File: src/rtl/lsu_pkg.sv
// Shared types, codes and helpers for the load/store unit.
package lsu_pkg;

  typedef enum logic [1:0] {
    S_IDLE = 2'b00,
    S_BUSY = 2'b01,
    S_DONE = 2'b10
  } lsu_state_t;

  localparam logic [2:0] F3_B  = 3'b000;
  localparam logic [2:0] F3_H  = 3'b001;
  localparam logic [2:0] F3_W  = 3'b010;
  localparam logic [2:0] F3_BU = 3'b100;
  localparam logic [2:0] F3_HU = 3'b101;

  typedef enum logic [1:0] {
    CAUSE_NONE       = 2'b00,
    CAUSE_MISALIGNED = 2'b01,
    CAUSE_ILLEGAL    = 2'b10,
    CAUSE_TIMEOUT    = 2'b11
  } cause_t;

  // Width never drops below 1 so a disabled timeout still has a legal counter.
  function automatic int tmo_cnt_width(input int cycles);
    int w;
    w = $clog2(cycles + 1);
    return (w < 1) ? 1 : w;
  endfunction

  function automatic logic [3:0] byte_en(input logic [2:0] f3, input logic [1:0] lane);
    case (f3[1:0])
      2'b00:   return 4'b0001 << lane;
      2'b01:   return 4'b0011 << lane;
      default: return 4'b1111;
    endcase
  endfunction

  function automatic logic [31:0] store_wdata(input logic [2:0] f3, input logic [31:0] data);
    case (f3[1:0])
      2'b00:   return {4{data[7:0]}};
      2'b01:   return {2{data[15:0]}};
      default: return data;
    endcase
  endfunction

  function automatic logic illegal_f3(input logic [2:0] f3, input logic is_store);
    if (is_store) return f3[2] | (f3[1:0] == 2'b11);
    return (f3 == 3'b011) | (f3[2:1] == 2'b11);
  endfunction

  function automatic logic misaligned(input logic [2:0] f3, input logic [1:0] lane);
    return ((f3[1:0] == 2'b01) & lane[0]) | ((f3[1:0] == 2'b10) & (lane != 2'b00));
  endfunction

endpackage

File: src/rtl/load_store_unit_if.sv
// Data-memory bus between the load/store unit (master) and memory (slave).
interface load_store_unit_if;
  logic        busReq;
  logic        busWe;
  logic [31:0] busAddr;
  logic [31:0] busWdata;
  logic [3:0]  busByteEn;
  logic [31:0] busRdata;
  logic        busAck;

  modport master (
    output busReq, busWe, busAddr, busWdata, busByteEn,
    input  busRdata, busAck
  );

  modport slave (
    input  busReq, busWe, busAddr, busWdata, busByteEn,
    output busRdata, busAck
  );
endinterface

File: src/rtl/load_align.sv
// Selects the addressed byte/halfword of a read word and sign/zero-extends it.
module load_align
  import lsu_pkg::*;
(
  input  logic [31:0] rdata,
  input  logic [1:0]  lane,
  input  logic [2:0]  funct3,
  output logic [31:0] value
);

  logic [7:0]  sel_b;
  logic [15:0] sel_h;

  always_comb begin
    sel_b = rdata[{lane, 3'b000} +: 8];
    sel_h = lane[1] ? rdata[31:16] : rdata[15:0];
    case (funct3)
      F3_B:    value = {{24{sel_b[7]}}, sel_b};
      F3_BU:   value = {24'h0, sel_b};
      F3_H:    value = {{16{sel_h[15]}}, sel_h};
      F3_HU:   value = {16'h0, sel_h};
      default: value = rdata;
    endcase
  end

endmodule

File: src/rtl/load_store_unit.sv
// Data-memory stage: one bus transaction per load/store, stalls the core while
// outstanding, and reports misaligned / illegal-funct3 / timeout faults.
module load_store_unit
  import lsu_pkg::*;
#(
  parameter int TIMEOUT_CYCLES = 255
) (
  input  logic               clk,
  input  logic               rst_n,
  input  logic               memRead,
  input  logic               memWrite,
  input  logic [2:0]         funct3,
  input  logic [31:0]        address,
  input  logic [31:0]        storeData,
  output logic [31:0]        loadData,
  output logic               stall,
  output logic               done,
  output logic               fault,
  output logic [1:0]         faultCause,
  load_store_unit_if.master  bus
);

  localparam int CNT_W = tmo_cnt_width(TIMEOUT_CYCLES);

  lsu_state_t state, state_nxt;
  cause_t     cause_nxt, cause_q;
  logic       fault_nxt, fault_q;
  logic       req, f3_bad, addr_bad;
  logic       cap_req, ld_cap, cnt_inc, tmo_hit;
  logic [CNT_W-1:0] tmo_cnt;
  logic       we_q;
  logic [2:0] f3_q;
  logic [1:0] lane_q;
  logic [31:0] addr_q, wdata_q, align_val;
  logic [3:0] be_q;

  assign req      = memRead | memWrite;
  assign f3_bad   = illegal_f3(funct3, memWrite);
  assign addr_bad = misaligned(funct3, address[1:0]);
  // Fires on the BUSY cycle whose miss would make the count reach the limit.
  assign tmo_hit  = (TIMEOUT_CYCLES != 0) &&
                    (({1'b0, tmo_cnt} + 1'b1) == (CNT_W+1)'(TIMEOUT_CYCLES));

  always_ff @(posedge clk or negedge rst_n) begin
    if (!rst_n) state <= S_IDLE;
    else        state <= state_nxt;
  end

  always_comb begin
    state_nxt = state;
    cap_req   = 1'b0;
    ld_cap    = 1'b0;
    cnt_inc   = 1'b0;
    fault_nxt = 1'b0;
    cause_nxt = CAUSE_NONE;
    unique case (state)
      S_IDLE: if (req) begin
        if (f3_bad) begin
          state_nxt = S_DONE;
          fault_nxt = 1'b1;
          cause_nxt = CAUSE_ILLEGAL;
        end else if (addr_bad) begin
          state_nxt = S_DONE;
          fault_nxt = 1'b1;
          cause_nxt = CAUSE_MISALIGNED;
        end else begin
          cap_req   = 1'b1;
          state_nxt = S_BUSY;
        end
      end
      S_BUSY: begin
        if (bus.busAck) begin
          ld_cap    = ~we_q;
          state_nxt = S_DONE;
        end else if (tmo_hit) begin
          state_nxt = S_DONE;
          fault_nxt = 1'b1;
          cause_nxt = CAUSE_TIMEOUT;
        end else begin
          cnt_inc = 1'b1;
        end
      end
      S_DONE:  state_nxt = S_IDLE;
      default: state_nxt = S_IDLE;
    endcase
  end

  always_ff @(posedge clk or negedge rst_n) begin
    if (!rst_n) begin
      loadData <= '0;
      tmo_cnt  <= '0;
      we_q     <= 1'b0;
      f3_q     <= '0;
      lane_q   <= '0;
      addr_q   <= '0;
      wdata_q  <= '0;
      be_q     <= '0;
      fault_q  <= 1'b0;
      cause_q  <= CAUSE_NONE;
    end else begin
      if (cap_req) begin
        we_q    <= memWrite;
        f3_q    <= funct3;
        lane_q  <= address[1:0];
        addr_q  <= {address[31:2], 2'b00};
        be_q    <= byte_en(funct3, address[1:0]);
        wdata_q <= memWrite ? store_wdata(funct3, storeData) : 32'h0;
        tmo_cnt <= '0;
      end else if (cnt_inc) begin
        tmo_cnt <= tmo_cnt + 1'b1;
      end
      if (ld_cap) loadData <= align_val;
      if (state_nxt == S_DONE && state != S_DONE) begin
        fault_q <= fault_nxt;
        cause_q <= cause_nxt;
      end
    end
  end

  load_align u_load_align (
    .rdata  (bus.busRdata),
    .lane   (lane_q),
    .funct3 (f3_q),
    .value  (align_val)
  );

  // Bus outputs are gated by BUSY so an async reset drops them at once.
  assign bus.busReq    = (state == S_BUSY);
  assign bus.busWe     = (state == S_BUSY) & we_q;
  assign bus.busAddr   = (state == S_BUSY) ? addr_q  : 32'h0;
  assign bus.busWdata  = (state == S_BUSY) ? wdata_q : 32'h0;
  assign bus.busByteEn = (state == S_BUSY) ? be_q    : 4'h0;

  assign stall      = rst_n & (((state == S_IDLE) & req) | (state == S_BUSY));
  assign done       = (state == S_DONE);
  assign fault      = done & fault_q;
  assign faultCause = done ? cause_q : CAUSE_NONE;

endmodule

File: src/flat_wrapper.sv
// flat-port wrapper written by rule: the top's interface ports become plain ports
module load_store_unit_flat import lsu_pkg::*;
#(
  parameter int TIMEOUT_CYCLES = 255
)
  (clk, rst_n, memRead, memWrite, funct3, address, storeData, loadData, stall, done, fault, faultCause, bus_busReq, bus_busWe, bus_busAddr, bus_busWdata, bus_busByteEn, bus_busRdata, bus_busAck);
  load_store_unit_if bus_i ();
  input  logic clk;
  input  logic rst_n;
  input  logic memRead;
  input  logic memWrite;
  input  logic [2:0] funct3;
  input  logic [31:0] address;
  input  logic [31:0] storeData;
  output logic [31:0] loadData;
  output logic stall;
  output logic done;
  output logic fault;
  output logic [1:0] faultCause;
  output wire logic [$bits(bus_i.busReq)-1:0] bus_busReq;
  output wire logic [$bits(bus_i.busWe)-1:0] bus_busWe;
  output wire logic [$bits(bus_i.busAddr)-1:0] bus_busAddr;
  output wire logic [$bits(bus_i.busWdata)-1:0] bus_busWdata;
  output wire logic [$bits(bus_i.busByteEn)-1:0] bus_busByteEn;
  input wire logic [$bits(bus_i.busRdata)-1:0] bus_busRdata;
  input wire logic [$bits(bus_i.busAck)-1:0] bus_busAck;
  assign bus_busReq = bus_i.busReq;
  assign bus_busWe = bus_i.busWe;
  assign bus_busAddr = bus_i.busAddr;
  assign bus_busWdata = bus_i.busWdata;
  assign bus_busByteEn = bus_i.busByteEn;
  assign bus_i.busRdata = bus_busRdata;
  assign bus_i.busAck = bus_busAck;
  load_store_unit #(.TIMEOUT_CYCLES(TIMEOUT_CYCLES)) u_core (.clk(clk), .rst_n(rst_n), .memRead(memRead), .memWrite(memWrite), .funct3(funct3), .address(address), .storeData(storeData), .loadData(loadData), .stall(stall), .done(done), .fault(fault), .faultCause(faultCause), .bus(bus_i));
endmodule
File: config.mk
export PLATFORM = sky130hd
export DESIGN_NAME = load_store_unit_flat
export DESIGN_NICKNAME = d
export VERILOG_FILES = /design/src/rtl/lsu_pkg.sv /design/src/rtl/load_store_unit_if.sv /design/src/rtl/load_align.sv /design/src/rtl/load_store_unit.sv /design/src/flat_wrapper.sv
export SDC_FILE = /design/constraint.sdc
export NUM_CORES = 1
export LEC_CHECK = 0
export CAP_MARGIN = 20
export CORE_MARGIN = 1.5
export CORE_UTILIZATION = 30
export DETAILED_ROUTE_END_ITERATION = 7
export PLACE_DENSITY = 0.56
export SETUP_SLACK_MARGIN = 0.1
export SLEW_MARGIN = 20
export SYNTH_ARGS = -nofsm -noshare
export SYNTH_HDL_FRONTEND = slang
export SYNTH_SLANG_ARGS = --single-unit
File: constraint.sdc
create_clock -name clk -period 2 [get_ports clk]
set_input_delay 0.2 -clock clk [delete_from_list [all_inputs] [get_ports clk]]
set_output_delay 0.2 -clock clk [all_outputs]
set_load 0.02 [all_outputs]
==> results_dict.tcl, run 1 <==
set metrics [dict create \
    grt_use_total_pct 19.0 \
    numCtsBuffers 17 \
    ctsLongestPathBuffers 2 \
    io_pins 211 \
    synth_area_mm2 0.00608 \
    clk_pin_slew_worst_paths_ns 0.06 \
    path_max_fanout 5 \
    timing.reg2reg.setup_slack_ns 0.07 \
    r2r-start "u_core.tmo_cnt[1]" \
    pre_cts_slack_ns -0.293 \
    grt_max_degree 118 \
    portBuffers 208 \
    avgRoutedWirePerCell_um 17.0 \
    rr_endpoint "u_core.tmo_cnt[7]" \
    fp-row-count 51 \
    start_util_pct 30.9 \
    fmax_mhz 517 \
    period_share_pct 96.7 \
    routed_wl_um 20700 \
    report.final.hold_viol_count 0 \
    drc 0 \
    htree_levels 4 \
    critPathSlowestCell "dfrtp_1" \
    reg2reg_depth 7 \
    routed_via_density 4.72 \
    place_hpwl_um 13300 \
    core_mm2 0.0197 \
    ys_types 52 \
    first_pass_iters 4 \
    critPathKind "register to register" \
    die_w_um 145 \
    ant_nets 0 \
    die_h_um 145 \
    p_leak_uw 0.00454 \
    cts_sinks 117 \
    min_path_type "input pin to register" \
    skew_ns 0.00940 \
    worst_slack_ns 0.0666 \
    via_count 5753 \
    cp.arrival_ns 2.23 \
    avgSynthCellArea_um2 8.65 \
    finalSetupViolCount 0 \
    dr.first_iter.drc_count 274 \
    fin_crit_ns 1.93 \
    cp_cell_sequence "ha_2 > nand3_4 > or3_4 > a221oi_4 > buf_6 > a211oi_2 > a31o_1" \
    yosysSeqAreaShare_pct 48.2 \
    clock_latency_ns 0.41 \
    final.setup.tns_ns 0 \
    status "finished, final reports clean" \
    cts_tree "built" \
    die_area_mm2 0.0211 \
    ys.flop_type "dfrtp_1" \
    antenna_found_initial 0 \
    required_ns 2.29 \
    final_core_util_pct 49.4 \
    grt_pass1_vias 5599 \
    gp_congestion 0.757 \
    ys_warn_count 0 \
    synth_seq_cells 117 \
    powerDensity_mw_per_mm2 1290 \
    async_flop_share_pct 100 \
    clockRootBuffer "clkbuf_16" \
    n_antenna_cell 0 \
    crit_start "u_core.tmo_cnt[1]" \
    nets 1047 \
    worst_slew_pin_slew_ns 0.658 \
    cap_violations 0 \
    drv_slew 0 \
    peakVddDrop_v 0.000619 \
    cp-endpoint "u_core.tmo_cnt[7]" \
    rsz0062_at_grt "true" \
    crit_path_end_kind "register" \
    cp-start-kind "register" \
    synth-edff-count 0 \
    syn_inst 703 \
    drive_gt1_share_pct 26.7 \
    syn_to_final_growth_pct 59.8 \
    gr-total-overflow 0 \
    cp_slowest_stage_delay_ns 0.36 \
    relSlewSlack_pct 56.1 \
    grt_pass1_wl_um 31600 \
]
[stage by stage]
stage / power, uW / hold WS [ns] / std cells / cell area, um^2
after detailed placement: 9080 / 0.442 / 1168 / 8670
final: 12500 / 0.315 / 1218 / 9710
after global placement: 9020 / 0.443 / 1168 / 8670
after floorplan: 6760 / -0.0956 / 704 / 6080
after global routing: 13300 / 0.306 / 1218 / 9710
after CTS: 12100 / 0.296 / 1207 / 9270
[Yosys cell counts, types with 4 or more instances]
library cell | number | area share [%]
o2111ai_1 | 8 | 1.2
o22ai_1 | 4 | 0.41
o21ai_0 | 32 | 2.6
nand2_1 | 221 | 14
clkbuf_1 | 25 | 1.5
a31oi_1 | 5 | 0.51
inv_1 | 5 | 0.31
buf_2 | 14 | 1.2
a21oi_1 | 27 | 2.2
mux2i_1 | 11 | 1.8
nand2b_1 | 5 | 0.51
mux2_2 | 24 | 4.4
buf_4 | 7 | 0.86
dfrtp_1 | 117 | 48
nand3_1 | 27 | 2.2
and2_1 | 74 | 7.6
nor2_1 | 35 | 2.2
[cell usage in the layout, fill, tap and decap left out, drive strengths merged, types with 4 or more instances in the layout]
master	n
buf	115
o21ai	36
and2	74
nand2	221
mux2i	11
clkdlybuf4s50	134
clkbuf	36
inv	5
dfrtp	117
nand3	27
o22ai	5
nor2	35
mux2	25
a21oi	27
clkinv	7
dlygate4sd2	4
o2111ai	8
a31oi	5
nand2b	5
[layer usage]
| metal | vias up | part of all wire [%] | track usage [%] |
|---|---|---|---|
| met4 | 0 | 1.9 | 6.17 |
| met5 | - | 0 | 0 |
| met1 | 2729 | 47 | 26.6 |
| met2 | 194 | 45 | 29.1 |
| met3 | 25 | 5.6 | 4.42 |
| li1 | 2805 | - | - |
[how the worst min path moves through the flow]
stage	to	slack, ns	depth (start not counted)	start
4_1_cts	u_core.addr_q[11]	0.30	3	address[11]
5_1_grt	u_core.addr_q[14]	0.31	3	address[14]
3_5_place_dp	u_core.addr_q[12]	0.44	2	rst_n
6_report	u_core.addr_q[14]	0.32	3	address[14]
3_3_place_gp	u_core.wdata_q[14]	0.44	2	u_core.wdata_q[14]
2_1_floorplan	u_core.addr_q[10]	-0.1	0	rst_n
[state kept, by name (all words and copies together), names as in the netlist]
signal           flops
u_core.addr_q       30
u_core.be_q          4
u_core.cause_q       2
u_core.f3_q          3
u_core.fault_q       1
u_core.lane_q        2
u_core.loadData     32
u_core.state         2
u_core.tmo_cnt       8
u_core.wdata_q      32
u_core.we_q          1
[power breakdown]
| part | internal (uW) | switching [uW] |
|---|---|---|
| registers | 3430 | 605 |
| clock network | 1750 | 1070 |
| logic | 2750 | 2930 |
| total | 7940 | 4600 |
[worst max-delay path: cells and delay by family, from the launching register on]
family / cells / cell delay [ns]
flip-flops: 1 / 0.36
adder cells (fa/ha/maj): 1 / 0.22
AO/OA/AOI/OAI: 3 / 0.59
buffers and inverters: 1 / 0.20
AND/OR/NAND/NOR: 2 / 0.45
[cell families (layout without fill, tap and decap cells)]
| group | Yosys count | in the layout | synth area share (%) |
|---|---|---|---|
| adders and majority gates | 2 | 2 | 0.412 |
| AOI/OAI and AO/OA | 107 | 107 | 11.3 |
| buffers and inverters | 57 | 306 | 4.49 |
| other | 1 | 2 | 0.0617 |
| and+or+nand+nor | 378 | 378 | 28.0 |
| DFF | 117 | 117 | 48.2 |
| xor gates and xnor gates | 3 | 3 | 0.432 |
| muxes | 38 | 38 | 7.18 |
[layout make-up]
cell class	count	area, um^2
Clock buffer	21	460
Clock inverter	10	82.6
Fill cell	1905	9940
Inverter	6	22.5
Multi-Input combinational cell	530	3100
Sequential cell	117	2930
Tap cell	265	332
Timing Repair Buffer	269	2790
[what timing repair did]
action	CTS	global route
setup buffers	3	4
resized for setup	300	156
cloned	4	7
hold endpoints to repair	7	0
pin swaps	3	45
setup endpoints to repair	95	97
hold buffers	1	0
Note: power is estimated with default switching activity, not from simulation.
==> run 2, diff against run 1 <==
- clock period: 2 -> 1.9 ns (I/O delays scaled with it)
==> results_dict.tcl, run 2 (synthesized netlist as in run 1, its figures left out) <==
set metrics [dict create \
    start_util_pct 30.9 \
    routed_wl_um 21300 \
    required_ns 2.25 \
    clk_pin_slew_worst_paths_ns 0.05 \
    die_h_um 145 \
    die_area_mm2 0.0211 \
    cap_violations 0 \
    io_pins 211 \
    finalSetupViolCount 14 \
    switching_share_pct 35.9 \
    clock_latency_ns 0.42 \
    hold_ws_ns 0.297 \
    ctsLongestPathBuffers 2 \
    final_common_cell "nand2_1" \
    dp.cells 1169 \
    critPathSlowestCell "dfrtp_1" \
    grt_use_total_pct 19.3 \
    reg_top3 "u_core.loadData (32), u_core.wdata_q (32), u_core.addr_q (30)" \
    gr-total-overflow 0 \
    routed_via_density 4.71 \
    final_cells 1234 \
    nets 1061 \
    antenna_found_initial 3 \
    fin_crit_ns 1.95 \
    first_pass_iters 8 \
    place_area_mm2 0.00868 \
    timing.reg2reg.setup_slack_ns -0.05 \
    path_max_fanout 5 \
    final_area_mm2 0.0102 \
    skew_ns 0.00828 \
    clockRootBuffer "clkbuf_16" \
    rsz0062_at_grt "true" \
    drive_gt1_share_pct 30.4 \
    status "complete, but fails checks" \
    critPathKind "register to register" \
    portBuffers 208 \
    hold_start "address[8]" \
    worst_slack_ns -0.0549 \
    gp_congestion 0.762 \
    cp-start-kind "register" \
    grt_pass1_wl_um 32200 \
    r2r-start "u_core.tmo_cnt[1]" \
    cp_top_family "simple AND/OR/NAND/NOR gates" \
    violations "setup timing" \
    min_path_type "input pin to register" \
    multiInputGateArea_mm2 0.00317 \
    avgRoutedWirePerCell_um 17.3 \
    grt_max_degree 118 \
    relSlewSlack_pct 53.0 \
    fmax_mhz 512 \
    syn_to_final_growth_pct 67.4 \
    grt_pass1_vias 5781 \
    cp_slowest_stage_delay_ns 0.40 \
    clkPwrFrac_pct 23.4 \
    place_hpwl_um 13500 \
    worst_slew_pin_slew_ns 0.706 \
    core_mm2 0.0197 \
    peakVddDrop_v 0.000822 \
    power_frac_seq_pct 31.1 \
    crit_path_end_kind "register" \
    via_count 5810 \
    die_w_um 145 \
    period_share_pct 103 \
    fp-row-count 51 \
    layout.area.seq_mm2 0.00293 \
    ant_nets 0 \
    htree_levels 4 \
    drv_slew 0 \
    cp_cell_sequence "ha_4 > nand3_4 > or3_4 > a221oi_4 > or2_1 > buf_6 > a31o_1" \
    cts_sinks 117 \
    p_int_uw 8930 \
    fillers 1836 \
    path_buf_inv 1 \
    cts_tree "built" \
    numCtsBuffers 17 \
    combPwrFrac_pct 45.5 \
    report.final.hold_viol_count 0 \
    p_sw_uw 5010 \
    dr.first_iter.drc_count 326 \
    p_leak_uw 0.00472 \
    cp.arrival_ns 2.31 \
    layout_common_cells "nand2_1 (220), clkdlybuf4s50_1 (134), dfrtp_1 (117), buf_6 (83), and2_4 (67)" \
    crit_start "u_core.tmo_cnt[1]" \
    powerDensity_mw_per_mm2 1370 \
    drc 0 \
]
[run 2: cell count changes in the layout (fill, tap and decap cells not counted), moves of 3 or more]
cell,before,now
buf_2,11,1
a211oi_2,3,0
and2_1,26,7
o21ai_2,2,6
dlygate4sd2_1,4,1
diode_2,0,3
a211oi_1,0,3
clkbuf_2,10,3
and2_4,48,67
buf_6,53,83
buf_12,9,12
[run 2: power by group through the flow]
stage	clock network, uW	registers, uW	logic [uW]
floorplan	0	4500	2620
global placement	0	4260	5240
detailed placement	0	4280	5290
CTS	3290	4280	5710
global route	3400	4480	6890
finish	3250	4340	6340
[run 2: timing repair]
action                                 CTS  global route
pin swaps                               27            46
hold buffers                             1             0
setup endpoints to repair               78           125
resized for setup                      393           152
endpoints found under the hold margin  117             0
gates cloned                             6             8
buffers inserted                        11             8
[run 2: worst reg2reg max path, cell delays in order (launching register included)]
cell and delay (ns):
dfrtp_1 0.40, ha_4 0.18, nand3_4 0.08, or3_4 0.35
a221oi_4 0.38, or2_1 0.22, buf_6 0.14, a31o_1 0.15
[run 2: path summary, 6_finish.rpt]
path | to | cells after the start
setup / recovery | u_core.tmo_cnt[2] | 7
hold / removal | u_core.addr_q[8] | 3
setup reg to reg | u_core.tmo_cnt[2] | 7
hold reg to reg | u_core.wdata_q[9] | 2
max in group asynchronous | u_core.tmo_cnt[1] | 3
min in group asynchronous | u_core.addr_q[17] | 3
[run 2: cell type report]
class,instances,share of cell area (%)
clock buffer,20,4.49
clock inverter,10,1.29
timing repair buffer,283,30.7
inverter,6,0.221
tap,265,3.26
sequential,117,28.8
multi-input combinational,530,31.2
antenna,3,0.0738
[run 2: layer usage]
metal	global-route usage (%)	wire [um]
met5	0	0
met4	6.79	449
met3	5.96	1300
met2	29.6	9950
met1	25.7	9630
[run 2: through the flow]
step           setup slack, ns  power (uW)  setup TNS [ns]  util [%]
6_report               -0.0549       13900          -0.310      51.8
5_1_grt                -0.0915       14800          -0.914      51.8
4_1_cts                -0.0655       13300          -0.555      48.5
3_5_place_dp           -0.0976        9570           -4.94      44.2
3_3_place_gp           -0.0718        9500           -1.90      44.2
2_1_floorplan            0.109        7120               0         -
